===== src/rtl/y_frame_reader_pkg.sv =====
`default_nettype none
// ============================================================================
//  Module      : y_frame_reader_pkg
//  Description : Shared frame geometry defaults, reader states and the
//                sideband bundle carried alongside each memory read.
//  Revision    : 1.0 - initial release
// ============================================================================
package y_frame_reader_pkg;

    localparam int c_H_ACTIVE = 640;
    localparam int c_V_ACTIVE = 480;
    localparam int c_H_BLANK  = 16;
    localparam int c_ADDR_W   = 19;

    typedef enum logic [1:0] {
        ST_IDLE   = 2'd0,
        ST_ACTIVE = 2'd1,
        ST_HBLANK = 2'd2,
        ST_DRAIN  = 2'd3
    } state_t;

    typedef struct packed {
        logic valid;
        logic frame_start;
        logic line_end;
        logic last;
    } sideband_t;

endpackage
`default_nettype wire


===== src/rtl/y_frame_reader_if.sv =====
`default_nettype none
// ============================================================================
//  Module      : y_frame_reader_if
//  Description : Control handshake, frame-memory read port and Y pixel stream
//                of the frame reader.
//  Revision    : 1.0 - initial release
// ============================================================================
interface y_frame_reader_if
    import y_frame_reader_pkg::*;
#(
    parameter int ADDR_W = c_ADDR_W
) ();

    logic              start;
    logic              hold;
    logic              busy;
    logic              done;
    logic              mem_rd_en;
    logic [ADDR_W-1:0] mem_addr;
    logic [7:0]        mem_rdata;
    logic              pixel_valid_out;
    logic [7:0]        y_out;
    logic              frame_start;
    logic              line_end;

    modport master (
        input  start, hold, mem_rdata,
        output busy, done, mem_rd_en, mem_addr,
               pixel_valid_out, y_out, frame_start, line_end
    );

    modport slave (
        output start, hold, mem_rdata,
        input  busy, done, mem_rd_en, mem_addr,
               pixel_valid_out, y_out, frame_start, line_end
    );

endinterface
`default_nettype wire


===== src/rtl/y_frame_reader_pix_sideband_pipe.sv =====
`default_nettype none
// ============================================================================
//  Module      : pix_sideband_pipe
//  Description : Two-stage delay that keeps pixel flags aligned with the
//                memory read latency plus the output data register.
//  Revision    : 1.0 - initial release
// ============================================================================
module pix_sideband_pipe
    import y_frame_reader_pkg::*;
(
    input  wire logic      clk,
    input  wire logic      rst_n,
    input  wire sideband_t i_sb,
    output logic           o_s1_valid,
    output sideband_t      o_sb
);

    sideband_t r_s1;
    sideband_t r_s2;

    always_ff @(posedge clk or negedge rst_n) begin
        if (!rst_n) begin
            r_s1 <= '0;
            r_s2 <= '0;
        end else begin
            r_s1 <= i_sb;
            r_s2 <= r_s1;
        end
    end

    assign o_s1_valid = r_s1.valid;
    assign o_sb       = r_s2;

endmodule
`default_nettype wire


===== src/rtl/y_frame_reader.sv =====
`default_nettype none
// ============================================================================
//  Module      : y_frame_reader
//  Description : Raster reader streaming an 8-bit Y frame out of a
//                synchronous-read memory with per-line horizontal blanking.
//  Revision    : 1.0 - initial release
// ============================================================================
module y_frame_reader
    import y_frame_reader_pkg::*;
#(
    parameter int H_ACTIVE = c_H_ACTIVE,
    parameter int V_ACTIVE = c_V_ACTIVE,
    parameter int H_BLANK  = c_H_BLANK,
    parameter int ADDR_W   = c_ADDR_W
) (
    input  wire logic        clk,
    input  wire logic        rst_n,
    y_frame_reader_if.master bus
);

    localparam int c_X_W = (H_ACTIVE > 1) ? $clog2(H_ACTIVE) : 1;
    localparam int c_Y_W = (V_ACTIVE > 1) ? $clog2(V_ACTIVE) : 1;
    localparam int c_B_W = (H_BLANK  > 1) ? $clog2(H_BLANK)  : 1;

    localparam logic [c_X_W-1:0] c_X_LAST = c_X_W'(H_ACTIVE - 1);
    localparam logic [c_Y_W-1:0] c_Y_LAST = c_Y_W'(V_ACTIVE - 1);
    localparam logic [c_B_W-1:0] c_B_LAST = c_B_W'(H_BLANK - 1);

    state_t            r_state;
    state_t            w_state_nxt;
    logic [ADDR_W-1:0] r_addr;
    logic [c_X_W-1:0]  r_x;
    logic [c_Y_W-1:0]  r_y;
    logic [c_B_W-1:0]  r_blank;
    logic [7:0]        r_y_out;

    logic      w_issue;
    logic      w_x_last;
    logic      w_y_last;
    logic      w_blank_last;
    logic      w_s1_valid;
    logic      w_done;
    sideband_t w_sb_in;
    sideband_t w_sb_out;

    assign w_issue      = (r_state == ST_ACTIVE) && !bus.hold;
    assign w_x_last     = (r_x == c_X_LAST);
    assign w_y_last     = (r_y == c_Y_LAST);
    assign w_blank_last = (r_blank == c_B_LAST);
    assign w_done       = w_sb_out.valid && w_sb_out.last;

    // Flags are decided at issue time so they stay paired with their read.
    assign w_sb_in.valid       = w_issue;
    assign w_sb_in.frame_start = w_issue && (r_addr == '0);
    assign w_sb_in.line_end    = w_issue && w_x_last;
    assign w_sb_in.last        = w_issue && w_x_last && w_y_last;

    always_ff @(posedge clk or negedge rst_n) begin
        if (!rst_n) begin
            r_state <= ST_IDLE;
        end else begin
            r_state <= w_state_nxt;
        end
    end

    always_comb begin
        w_state_nxt = r_state;
        case (r_state)
            ST_IDLE:   if (bus.start) w_state_nxt = ST_ACTIVE;
            ST_ACTIVE: if (w_issue && w_x_last) w_state_nxt = w_y_last ? ST_DRAIN : ST_HBLANK;
            ST_HBLANK: if (w_blank_last) w_state_nxt = ST_ACTIVE;
            ST_DRAIN:  if (w_done) w_state_nxt = ST_IDLE;
            default:   w_state_nxt = ST_IDLE;
        endcase
    end

    // r_blank rests at zero outside HBLANK, so entry needs no explicit clear.
    always_ff @(posedge clk or negedge rst_n) begin
        if (!rst_n) begin
            r_addr  <= '0;
            r_x     <= '0;
            r_y     <= '0;
            r_blank <= '0;
        end else begin
            if ((r_state == ST_IDLE) && bus.start) begin
                r_addr  <= '0;
                r_x     <= '0;
                r_y     <= '0;
                r_blank <= '0;
            end
            if (w_issue) begin
                r_addr <= r_addr + 1'b1;
                if (w_x_last) begin
                    r_x <= '0;
                    if (!w_y_last) r_y <= r_y + 1'b1;
                end else begin
                    r_x <= r_x + 1'b1;
                end
            end
            if (r_state == ST_HBLANK) begin
                r_blank <= w_blank_last ? '0 : r_blank + 1'b1;
            end
        end
    end

    always_ff @(posedge clk or negedge rst_n) begin
        if (!rst_n) begin
            r_y_out <= 8'd0;
        end else begin
            r_y_out <= w_s1_valid ? bus.mem_rdata : 8'd0;
        end
    end

    pix_sideband_pipe u_sideband (
        .clk        (clk),
        .rst_n      (rst_n),
        .i_sb       (w_sb_in),
        .o_s1_valid (w_s1_valid),
        .o_sb       (w_sb_out)
    );

    assign bus.mem_rd_en       = w_issue;
    assign bus.mem_addr        = r_addr;
    assign bus.pixel_valid_out = w_sb_out.valid;
    assign bus.y_out           = r_y_out;
    assign bus.frame_start     = w_sb_out.frame_start;
    assign bus.line_end        = w_sb_out.line_end;
    assign bus.done            = w_done;
    assign bus.busy            = (r_state != ST_IDLE);

endmodule
`default_nettype wire


===== src/flat_wrapper.sv =====
// flat-port wrapper written by rule: the top's interface ports become plain ports
module y_frame_reader_flat import y_frame_reader_pkg::*;
#(
    parameter int H_ACTIVE = c_H_ACTIVE,
    parameter int V_ACTIVE = c_V_ACTIVE,
    parameter int H_BLANK  = c_H_BLANK,
    parameter int ADDR_W   = c_ADDR_W
)
  (clk, rst_n, bus_start, bus_hold, bus_mem_rdata, bus_busy, bus_done, bus_mem_rd_en, bus_mem_addr, bus_pixel_valid_out, bus_y_out, bus_frame_start, bus_line_end);
  y_frame_reader_if #(.ADDR_W(ADDR_W)) bus_i ();
  input  wire logic clk;
  input  wire logic rst_n;
  input wire logic [$bits(bus_i.start)-1:0] bus_start;
  input wire logic [$bits(bus_i.hold)-1:0] bus_hold;
  input wire logic [$bits(bus_i.mem_rdata)-1:0] bus_mem_rdata;
  output wire logic [$bits(bus_i.busy)-1:0] bus_busy;
  output wire logic [$bits(bus_i.done)-1:0] bus_done;
  output wire logic [$bits(bus_i.mem_rd_en)-1:0] bus_mem_rd_en;
  output wire logic [$bits(bus_i.mem_addr)-1:0] bus_mem_addr;
  output wire logic [$bits(bus_i.pixel_valid_out)-1:0] bus_pixel_valid_out;
  output wire logic [$bits(bus_i.y_out)-1:0] bus_y_out;
  output wire logic [$bits(bus_i.frame_start)-1:0] bus_frame_start;
  output wire logic [$bits(bus_i.line_end)-1:0] bus_line_end;
  assign bus_i.start = bus_start;
  assign bus_i.hold = bus_hold;
  assign bus_i.mem_rdata = bus_mem_rdata;
  assign bus_busy = bus_i.busy;
  assign bus_done = bus_i.done;
  assign bus_mem_rd_en = bus_i.mem_rd_en;
  assign bus_mem_addr = bus_i.mem_addr;
  assign bus_pixel_valid_out = bus_i.pixel_valid_out;
  assign bus_y_out = bus_i.y_out;
  assign bus_frame_start = bus_i.frame_start;
  assign bus_line_end = bus_i.line_end;
  y_frame_reader #(.H_ACTIVE(H_ACTIVE), .V_ACTIVE(V_ACTIVE), .H_BLANK(H_BLANK), .ADDR_W(ADDR_W)) u_core (.clk(clk), .rst_n(rst_n), .bus(bus_i));
endmodule

===== config.mk =====
export PLATFORM = sky130hd
export DESIGN_NAME = y_frame_reader_flat
export DESIGN_NICKNAME = d
export VERILOG_FILES = /design/src/rtl/y_frame_reader_pkg.sv /design/src/rtl/y_frame_reader_if.sv /design/src/rtl/y_frame_reader_pix_sideband_pipe.sv /design/src/rtl/y_frame_reader.sv /design/src/flat_wrapper.sv
export SDC_FILE = /design/constraint.sdc
export NUM_CORES = 1
export LEC_CHECK = 0
export ABC_AREA = 1
export CORE_UTILIZATION = 57
export CTS_CLUSTER_DIAMETER = 200
export CTS_CLUSTER_SIZE = 14
export DETAILED_ROUTE_END_ITERATION = 12
export GPL_TIMING_DRIVEN = 0
export PLACE_DENSITY = 0.9
export SLEW_MARGIN = 10
export SYNTH_ARGS = -nofsm -noshare
export SYNTH_HDL_FRONTEND = slang
export SYNTH_SLANG_ARGS = --single-unit

===== constraint.sdc =====
create_clock -name clk -period 4.05 [get_ports clk]
set_input_delay 1.215 -clock clk [delete_from_list [all_inputs] [get_ports clk]]
set_output_delay 1.215 -clock clk [all_outputs]
set_load 0.005 [all_outputs]

==> flow_summary_export.csv, run 1 <==
group,metric,value,unit
clock_network,clockBufferDepth,2,
power,peakVddDrop,0.0003122,V
final_layout,fin_nets,472,
sta,skew,0.005954,ns
floorplan,core_area,5205,um^2
placed_design,portBuffers,44,
global_routing,grt_max_degree,61,
synthesis,yosys-top-cells-area,"dfrtp_1, nand2_1, inv_1, nand3_1, nor2_1",
outcome,status,"finished clean",
worst_setup_path,arrival,2.75,ns
sta,fin_crit_sh,97.96,%
sta,fmax,252.0,MHz
synthesis,syn-instance-count,401,
sta,fin_setup_tns,0,ns
power,p_leak,1.889,nW
final_layout,drive_above_1_share,8.261,%
worst_setup_path,rr_worst_depth,7,
clock_network,postCtsSetupBuffers,0,
synthesis,ys_seq_area_share,48.00,%
synthesis,synthArstFlopShare,100.0,%
worst_setup_path,worstSetupPathType,"in2out",
worst_setup_path,crit_required,2.83,ns
clock_network,cts-root-buf,"clkbuf_8",
worst_setup_path,crit_path_start_kind,"input pin",
final_layout,fillers,389,
synthesis,syn_nets,418,
final_layout,area_growth,23.08,%
floorplan,row_count,26,
synthesis,synth_common_cells,"nand2_1, dfrtp_1, inv_1, nand3_1, nor2_1",
synthesis,synth_area,3128,um^2
min_path,min_path_cells,0,
global_routing,grtUsageTotal,27.89,%
worst_setup_path,critPathCaptureType,"primary output",
sta,slew_violations,0,
synthesis,yosysWarningCount,0,
sta,grt_setup_unrepaired,"false",
route,drt-vias-per-instance,5.483,
worst_setup_path,regToRegEndpoint,"u_core.u_sideband.r_s1[2]",
route,detail_route.wl_per_cell,13.80,um
route,drc,0,
sta,setup_viol,0,
worst_setup_path,cpMostUsedCell,"clkdlybuf4s50_1",
synthesis,ys_ff_latch,60,
synthesis,synth_edf_count,0,
global_routing,first_global_vias,2844,
final_layout,seqCellArea,1501,um^2
clock_network,htree_levels,3,
placed_design,gp_congestion,0.8822,
clock_network,hold_buffers,0,
placed_design,placedCellCount,515,
route,drtAntennaViolNets,0,
final_layout,layout.cells.non_filler,530,
floorplan,top_level_ports,45,
global_routing,antenna_found_initial,0,
synthesis,post-synth-top-area-fraction,48.00,%
synthesis,synth-main-ff-cell,"dfrtp_1",
clock_network,cts_tree,"done",
flow_run,drv_cap,0,
min_path,hold_class,"reg2reg",
synthesis,synth_cell_types,39,
global_routing,gr-total-overflow,0,
min_path,hp-start,"u_core.u_sideband.r_s1[2]",
clock_network,clock_sinks,60,
sta,fin_crit,3.968,ns
sta,hold_violations,0,
sta,tightest_slew,0.7537,ns
route,vias,2906,
worst_setup_path,cp_slowest_cell,"clkdlybuf4s50_1",
floorplan,dieArea,5788,um^2
clock_network,cts_resized,0,
final_layout,fin_util,73.97,%
worst_setup_path,worstPathMaxFanout,14,
placed_design,postPlaceCellArea,3654,um^2
global_routing,grt_pass1_wl,12.69,mm
clock_network,numCtsBuffers,9,
power,total_power,1.492,mW
power,power_density,387.5,nW/um^2
min_path,holdPathEnd,"u_core.u_sideband.o_sb[2]",
worst_setup_path,crit_chain,"clkdlybuf4s50_1, nand3b_2, buf_6, inv_4, clkdlybuf4s50_1",
final_layout,diodes,0,
floorplan,die_y,76.08,um
final_layout,multi_input_area,1353,um^2
route,dr.first_iter.drc_count,289,
worst_setup_path,r2r_setup_slack,2.34,ns
placed_design,dp_hpwl,5.189,mm
worst_setup_path,rr_startpoint,"u_core.r_state[1]",
synthesis,synthMostInstantiatedCell,"nand2_1",
sta,slew_headroom,49.75,%
clock_network,path_clk_slew,0.07,ns
route,wirelength,7.313,mm
route,first_pass_iters,5,
synthesis,synthesis.area_per_instance,7.800,um^2
worst_setup_path,slowest_delay,0.53,ns
synthesis,synth_largest_area_cell,"dfrtp_1",
floorplan,die_width,76.08,um
final_layout,fin_area,3850,um^2
floorplan,start_util,60.10,%
clock_network,clock_latency,0.34,ns
power by group:
| part | internal, mW | switching (mW) | total, mW |
|---|---|---|---|
| clock | 0.313 | 0.239 | 0.553 |
| sequential | 0.650 | 0.0606 | 0.711 |
| combinational | 0.116 | 0.113 | 0.229 |
| total | 1.08 | 0.413 | 1.49 |
metal layers:
metal	track usage, %	vias up	wire length (um)
met4	12.88	0	157
li1	-	1405	-
met3	6.467	17	405
met1	34.64	1378	3168
met2	46.36	106	3583
met5	0	-	0
flip-flops by register name (all words and copies together) (netlist names):
signal,flops
u_core.u_sideband.o_s1_valid,1
u_core.u_sideband.r_s1,3
u_core.r_x,10
u_core.bus.y_out,8
u_core.r_state,2
u_core.r_y,9
u_core.u_sideband.o_sb,4
u_core.bus.mem_addr,19
u_core.r_blank,4
cell families (layout without fill, tap and decap cells):
| kind of cell | after synthesis | in the layout | share of synthesized area [%] |
|---|---|---|---|
| compound gates | 43 | 43 | 8.000 |
| xor+xnor | 6 | 6 | 1.680 |
| fa+ha+maj | 5 | 5 | 2.000 |
| buf+inv | 68 | 127 | 8.760 |
| flops | 60 | 60 | 48.00 |
| simple gates | 219 | 219 | 31.56 |
through the flow:
stage                     worst slack (ns)  hold slack, ns
final                              0.08244          0.3621
after global routing               0.03191          0.3715
after CTS                          0.08207          0.3672
after detailed placement          -0.09310          0.3499
after global placement             -0.1020          0.3324
after floorplan                      1.014          0.3312
layout by cell type, fill, tap and decap left out, types with 7 or more instances in the layout:
master / instances
clkdlybuf4s50_1: 43
dfrtp_1: 60
nand3_1: 43
nand4_1: 14
clkbuf_8: 11
a21oi_1: 7
inv_1: 59
nand2_1: 101
o21ai_0: 22
nor2_1: 42
area by class of cell:
cell class / count / area share (%)
inverter: 61 / 6.012
sequential: 60 / 39.00
timing repair buffer: 44 / 11.37
tap: 70 / 2.275
multi-input combinational: 273 / 35.13
clock inverter: 5 / 1.300
buffer: 6 / 0.9750
clock buffer: 11 / 3.932
worst max-delay path: cells and delay by family:
kind | cells | cell delay (ns)
AND/OR/NAND/NOR | 1 | 0.25
buffers and inverters | 4 | 1.28
how the worst max path moves through the flow:
stage / from / end / slack (ns)
final: bus_hold / bus_mem_rd_en / 0.08
after global routing: bus_hold / bus_mem_rd_en / 0.03
after CTS: bus_hold / bus_mem_rd_en / 0.08
after detailed placement: bus_hold / bus_mem_rd_en / -0.09
after global placement: rst_n / u_core.r_y[1] / -0.10
after floorplan: bus_hold / bus_mem_rd_en / 1.01
Note: power is estimated with default switching activity, not from simulation.
==> inputs of run 2 (changes only) <==
--- a/config.mk
+++ b/config.mk
@@ -15,4 +15,5 @@
 export SLEW_MARGIN = 10
 export SYNTH_ARGS = -nofsm -noshare
 export SYNTH_HDL_FRONTEND = slang
+export SYNTH_HIERARCHICAL = 1
 export SYNTH_SLANG_ARGS = --single-unit
==> run 2 against run 1 <==
Compared with the run above:
- sequential power increased by 0.8%
- clock power shrank 15%
- die area increased by 1.8%
- count of clock-buffer cells in the layout is 2 higher
- clock skew up 0.0011 ns
- wire length down 0.71%
- non-clock buffer count did not move
- worst hold slack lost 0.0099 ns
==> flow_summary_export.csv, run 2 <==
group,metric,value,unit
placed_design,postPlaceCellArea,3712,um^2
route,detail_route.wl_per_cell,13.60,um
worst_setup_path,critical_path_buf_inv_count,4,
synthesis,synthMostInstantiatedCell,"nand2_1",
worst_setup_path,arrival,2.73,ns
worst_setup_path,cpMostUsedCell,"clkdlybuf4s50_1",
clock_network,hold_buffers,0,
final_layout,fin_util,74.10,%
final_layout,area_growth,21.79,%
synthesis,synth_area,3187,um^2
clock_network,clock_sinks,60,
clock_network,postCtsSetupBuffers,0,
route,drc,0,
clock_network,path_clk_slew,0.06,ns
worst_setup_path,critPathCaptureType,"primary output",
route,drtAntennaViolNets,0,
global_routing,first_global_vias,2838,
synthesis,ys_ff_latch,60,
worst_setup_path,slowest_delay,0.54,ns
synthesis,synth_edf_count,0,
floorplan,dieArea,5894,um^2
sta,setup_viol,0,
sta,tightest_slew,0.7366,ns
global_routing,grt_max_degree,61,
global_routing,grt_pass1_wl,12.65,mm
worst_setup_path,worstPathMaxFanout,11,
synthesis,synth_largest_area_cell,"dfrtp_1",
worst_setup_path,r2r_setup_slack,2.37,ns
synthesis,post-synth-top-area-fraction,47.11,%
final_layout,drive_above_1_share,9.267,%
min_path,hold_class,"reg2reg",
worst_setup_path,cp_slowest_cell,"clkdlybuf4s50_1",
global_routing,antenna_found_initial,0,
route,vias,2935,
placed_design,portBuffers,44,
clock_network,clock_latency,0.34,ns
sta,fin_setup_tns,0,ns
worst_setup_path,crit_chain,"clkdlybuf4s50_1, nor2_2, buf_6, buf_4, clkdlybuf4s50_1",
final_layout,fin_area,3881,um^2
worst_setup_path,crit_path_start_kind,"input pin",
synthesis,yosys-top-cells-area,"dfrtp_1, nand2_1, inv_1, nand3_1, nor2_1",
global_routing,gr-total-overflow,0,
floorplan,die_y,76.77,um
floorplan,start_util,60.85,%
final_layout,fin_nets,477,
synthesis,ys_seq_area_share,47.11,%
global_routing,grtUsageTotal,27.15,%
power,p_leak,1.912,nW
final_layout,layout_common_cells,"nand2_1, dfrtp_1, inv_1",
synthesis,synthesis.area_per_instance,7.869,um^2
synthesis,synth-main-ff-cell,"dfrtp_1",
floorplan,core_area,5238,um^2
floorplan,die_width,76.77,um
power,peakVddDrop,0.0004821,V
floorplan,top_level_ports,45,
synthesis,yosysWarningCount,6,
clock_network,clockBufferDepth,2,
placed_design,dp_hpwl,5.150,mm
sta,slew_headroom,50.89,%
route,first_pass_iters,4,
sta,slew_violations,0,
power,total_power,1.589,mW
route,drt-vias-per-instance,5.496,
final_layout,diodes,0,
synthesis,syn-instance-count,405,
final_layout,final_common_cell,"nand2_1",
power,power_density,409.5,nW/um^2
synthesis,synth_cell_types,34,
sta,hold_violations,0,
floorplan,row_count,26,
placed_design,gp_congestion,0.9210,
clock_network,cts_tree,"done",
worst_setup_path,crit_family,"buffers and inverters",
sta,fin_crit_sh,97.44,%
worst_setup_path,crit_required,2.83,ns
worst_setup_path,worstSetupPathType,"in2out",
synthesis,syn_nets,422,
clock_network,cts_resized,0,
sta,grt_setup_unrepaired,"false",
clock_network,cts-root-buf,"clkbuf_8",
sta,fmax,253.4,MHz
final_layout,largest_reg_flops,19,
route,dr.first_iter.drc_count,192,
sta,skew,0.007090,ns
flow_run,drv_cap,0,
synthesis,synth_common_cells,"nand2_1, dfrtp_1, inv_1, nor2_1, nand3_1",
final_layout,fillers,393,
synthesis,synthArstFlopShare,100.0,%
clock_network,numCtsBuffers,9,
sta,fin_crit,3.946,ns
outcome,status,"finished clean",
clock_network,htree_levels,3,
route,wirelength,7.261,mm
==> run 2: cell type report <==
class	count	area, um^2	area share [%]
tap	70	87.58	2.257
multi-input combinational	279	1416	36.49
clock inverter	2	10.01	0.2579
sequential	60	1501	38.68
buffer	6	43.79	1.128
inverter	60	225.2	5.803
timing repair buffer	44	437.9	11.28
clock buffer	13	158.9	4.094
==> run 2: report_power, final <==
part | leakage [nW] | internal [mW] | switching, mW
clock network | 0.0893 | 0.250 | 0.220
registers | 0.826 | 0.662 | 0.0551
logic | 0.996 | 0.166 | 0.237
total | 1.91 | 1.08 | 0.512
==> run 2: worst register-to-register path: stages, from the launching register on <==
cell	delay, ns
dfrtp_1	0.44
ha_1	0.22
nand3_1	0.15
nor2_1	0.30
nand4_1	0.19
nor3_1	0.19
nor2_1	0.07
==> run 2: path summary, 6_finish.rpt <==
| path | startpoint | endpoint | cells after the start |
|---|---|---|---|
| max in group asynchronous | rst_n | u_core/bus.mem_addr[15] | 1 |
| setup reg to reg | u_core/bus.mem_addr[0] | u_core/bus.mem_addr[18] | 6 |
| setup / recovery | bus_hold | bus_mem_rd_en | 5 |
| min in group asynchronous | rst_n | u_core/bus.y_out[5] | 1 |
| hold reg to reg | u_core/u_sideband/r_s1[1] | u_core/u_sideband/o_sb[1] | 0 |
| hold / removal | u_core/u_sideband/r_s1[1] | u_core/u_sideband/o_sb[1] | 0 |
==> run 2: routing by layer <==
metal | up-vias | track usage [%] | routed length [um]
met5 | - | 0 | 0
met2 | 111 | 45.27 | 3625
li1 | 1421 | - | -
met1 | 1387 | 33.59 | 3097
met3 | 16 | 5.238 | 427
met4 | 0 | 13.46 | 112
==> run 2: cells by family after synthesis <==
kind of cell	after synthesis	share of synthesized area [%]
AO/OA/AOI/OAI	41	7.342
XOR/XNOR	9	2.474
adder cells (fa/ha/maj)	5	1.963
buffers and inverters	66	8.441
flip-flops	60	47.11
AND/OR/NAND/NOR	224	32.67
==> run 2: per-stage QoR <==
step | hold WS [ns] | setup WS (ns) | cells
2_1_floorplan | 0.3312 | 1.185 | 405
3_3_place_gp | 0.3337 | -0.1284 | 519
3_5_place_dp | 0.3413 | 0.09668 | 519
4_1_cts | 0.3552 | 0.09460 | 534
5_1_grt | 0.3564 | 0.03911 | 534
6_report | 0.3522 | 0.1037 | 534
==> inputs of run 3 (changes only) <==
--- a/config.mk
+++ b/config.mk
@@ -12,7 +12,6 @@
 export DETAILED_ROUTE_END_ITERATION = 12
 export GPL_TIMING_DRIVEN = 0
 export PLACE_DENSITY = 0.9
-export SLEW_MARGIN = 10
 export SYNTH_ARGS = -nofsm -noshare
 export SYNTH_HDL_FRONTEND = slang
 export SYNTH_HIERARCHICAL = 1
==> run 3 against run 2 <==
Compared with the run above:
- setup slack gained 0.0038 ns
- combinational power grew 2%
- clock power grew 8.5%
- clock skew grew 0.00089 ns
- critical path depth is the same
- final area grew 0.84%
- worst hold slack gained 0.00095 ns
- critical endpoint unchanged
==> flow_summary_export.csv, run 3 (same netlist as run 2, synthesis figures left out) <==
group,metric,value,unit
final_layout,final_common_cell,"nand2_1",
placed_design,place_ws,0.1008,ns
global_routing,gr-total-overflow,0,
sta,slew_headroom,67.90,%
clock_network,cts_tree,"done",
global_routing,antenna_found_initial,0,
global_routing,first_global_vias,2964,
power,p_leak,1.924,nW
final_layout,fin_util,74.73,%
final_layout,drive_above_1_share,9.657,%
worst_setup_path,crit_chain,"clkdlybuf4s50_1, nor2_2, buf_6, buf_4, clkdlybuf4s50_1",
worst_setup_path,worstPathMaxFanout,11,
clock_network,clock_latency,0.34,ns
clock_network,clock_sinks,60,
clock_network,htree_levels,3,
worst_setup_path,cpMostUsedCell,"clkdlybuf4s50_1",
sta,layout_setup_ws,0.1075,ns
route,first_pass_iters,6,
clock_network,hold_buffers,0,
flow_run,drv_cap,0,
floorplan,die_width,76.77,um
sta,setup_viol,0,
route,detail_route.wl_per_cell,13.82,um
power,peakVddDrop,0.0003366,V
sta,grt_setup_unrepaired,"false",
global_routing,grt_pass1_wl,13.06,mm
worst_setup_path,cp_slowest_cell,"clkdlybuf4s50_1",
final_layout,largest_reg_flops,19,
sta,slew_violations,0,
power,seqPwrFrac,43.8,%
sta,fin_crit_sh,97.35,%
clock_network,path_clk_slew,0.06,ns
floorplan,start_util,60.85,%
worst_setup_path,critical_path_buf_inv_count,4,
power,switching_share,32.23,%
final_layout,layout_common_cells,"nand2_1, dfrtp_1, inv_1",
clock_network,clockBufferDepth,2,
worst_setup_path,arrival,2.73,ns
route,vias,2954,
outcome,status,"finished clean",
sta,skew,0.007980,ns
worst_setup_path,critPathCaptureType,"primary output",
sta,tightest_slew,0.4815,ns
power,power_density,418.8,nW/um^2
clock_network,numCtsBuffers,9,
placed_design,dp_hpwl,5.357,mm
global_routing,grtUsageTotal,28.26,%
route,drt-vias-per-instance,5.511,
clock_network,postCtsSetupBuffers,0,
worst_setup_path,crit_path_start_kind,"input pin",
final_layout,fin_nets,478,
power,p_sw,0.5283,mW
sta,fmax,253.6,MHz
final_layout,diodes,0,
power,power.share.combinational,25.1,%
power,internal_power,1.111,mW
global_routing,grt_max_degree,41,
final_layout,area_growth,22.81,%
route,wirelength,7.408,mm
min_path,hold_class,"reg2reg",
worst_setup_path,worstSetupPathType,"in2out",
power,p_clk_share,31.1,%
route,drtAntennaViolNets,0,
floorplan,die_y,76.77,um
floorplan,core_area,5238,um^2
clock_network,cts_resized,0,
floorplan,dieArea,5894,um^2
power,total_power,1.639,mW
sta,hold_violations,0,
placed_design,portBuffers,44,
placed_design,gp_congestion,0.9210,
final_layout,fin_area,3914,um^2
route,drc,0,
placed_design,postPlaceCellArea,3730,um^2
worst_setup_path,slowest_delay,0.53,ns
sta,fin_crit,3.942,ns
worst_setup_path,crit_required,2.83,ns
worst_setup_path,crit_family,"buffers and inverters",
floorplan,row_count,26,
route,dr.first_iter.drc_count,198,
clock_network,cts-root-buf,"clkbuf_8",
floorplan,top_level_ports,45,
-- run 3: worst paths after layout --
path | startpoint | end | slack (ns) | cells past startpoint
min | u_core/u_sideband/r_s1[1] | u_core/u_sideband/o_sb[1] | 0.35 | 0
min in group asynchronous | rst_n | u_core/bus.y_out[7] | 0.83 | 1
max in group asynchronous | rst_n | u_core/u_sideband/r_s1[2] | 2.64 | 2
max reg2reg | u_core/bus.mem_addr[0] | u_core/bus.mem_addr[18] | 2.39 | 6
max | bus_hold | bus_mem_rd_en | 0.11 | 5
min reg2reg | u_core/u_sideband/r_s1[1] | u_core/u_sideband/o_sb[1] | 0.35 | 0
-- run 3: final cells by class --
class / instances / area [um^2]
Tap cell: 70 / 87.58
Clock inverter: 5 / 52.55
Inverter: 60 / 225.2
Timing Repair Buffer: 45 / 455.4
Multi-Input combinational cell: 279 / 1416
Buffer: 6 / 43.79
Clock buffer: 11 / 131.4
Fill cell: 380 / 1324
Sequential cell: 60 / 1501
-- run 3: routing by layer --
| metal | GRT usage [%] | wire length (um) | vias up | share of wire [%] |
|---|---|---|---|---|
| met5 | 0 | 0 | - | 0 |
| li1 | - | - | 1426 | - |
| met1 | 34.22 | 3169 | 1417 | 43 |
| met3 | 7.738 | 430 | 6 | 5.8 |
| met4 | 11.54 | 59 | 0 | 0.80 |
| met2 | 47.41 | 3749 | 105 | 51 |
-- run 3: worst register-to-register path: cells and delay by family, from the launching register on --
kind | cells | cell delay (ns)
adder cells (fa/ha/maj) | 1 | 0.22
flip-flops | 1 | 0.43
AND/OR/NAND/NOR | 5 | 0.91
-- run 3: power by group through the flow --
stage | Sequential (mW) | Clock, mW | Combinational, mW
global route | 0.721 | 0.549 | 0.454
global placement | 0.720 | 0 | 0.388
floorplan | 0.719 | 0 | 0.222
detailed placement | 0.726 | 0 | 0.405
CTS | 0.715 | 0.523 | 0.411
finish | 0.717 | 0.510 | 0.412
-- run 3: through the flow --
| step | hold slack (ns) | TNS (ns) | std cells |
|---|---|---|---|
| floorplan | 0.3312 | 0 | 405 |
| global placement | 0.3337 | -7.526 | 519 |
| detailed placement | 0.3411 | 0 | 520 |
| CTS | 0.3562 | 0 | 536 |
| global route | 0.3573 | 0 | 536 |
| finish | 0.3531 | 0 | 536 |
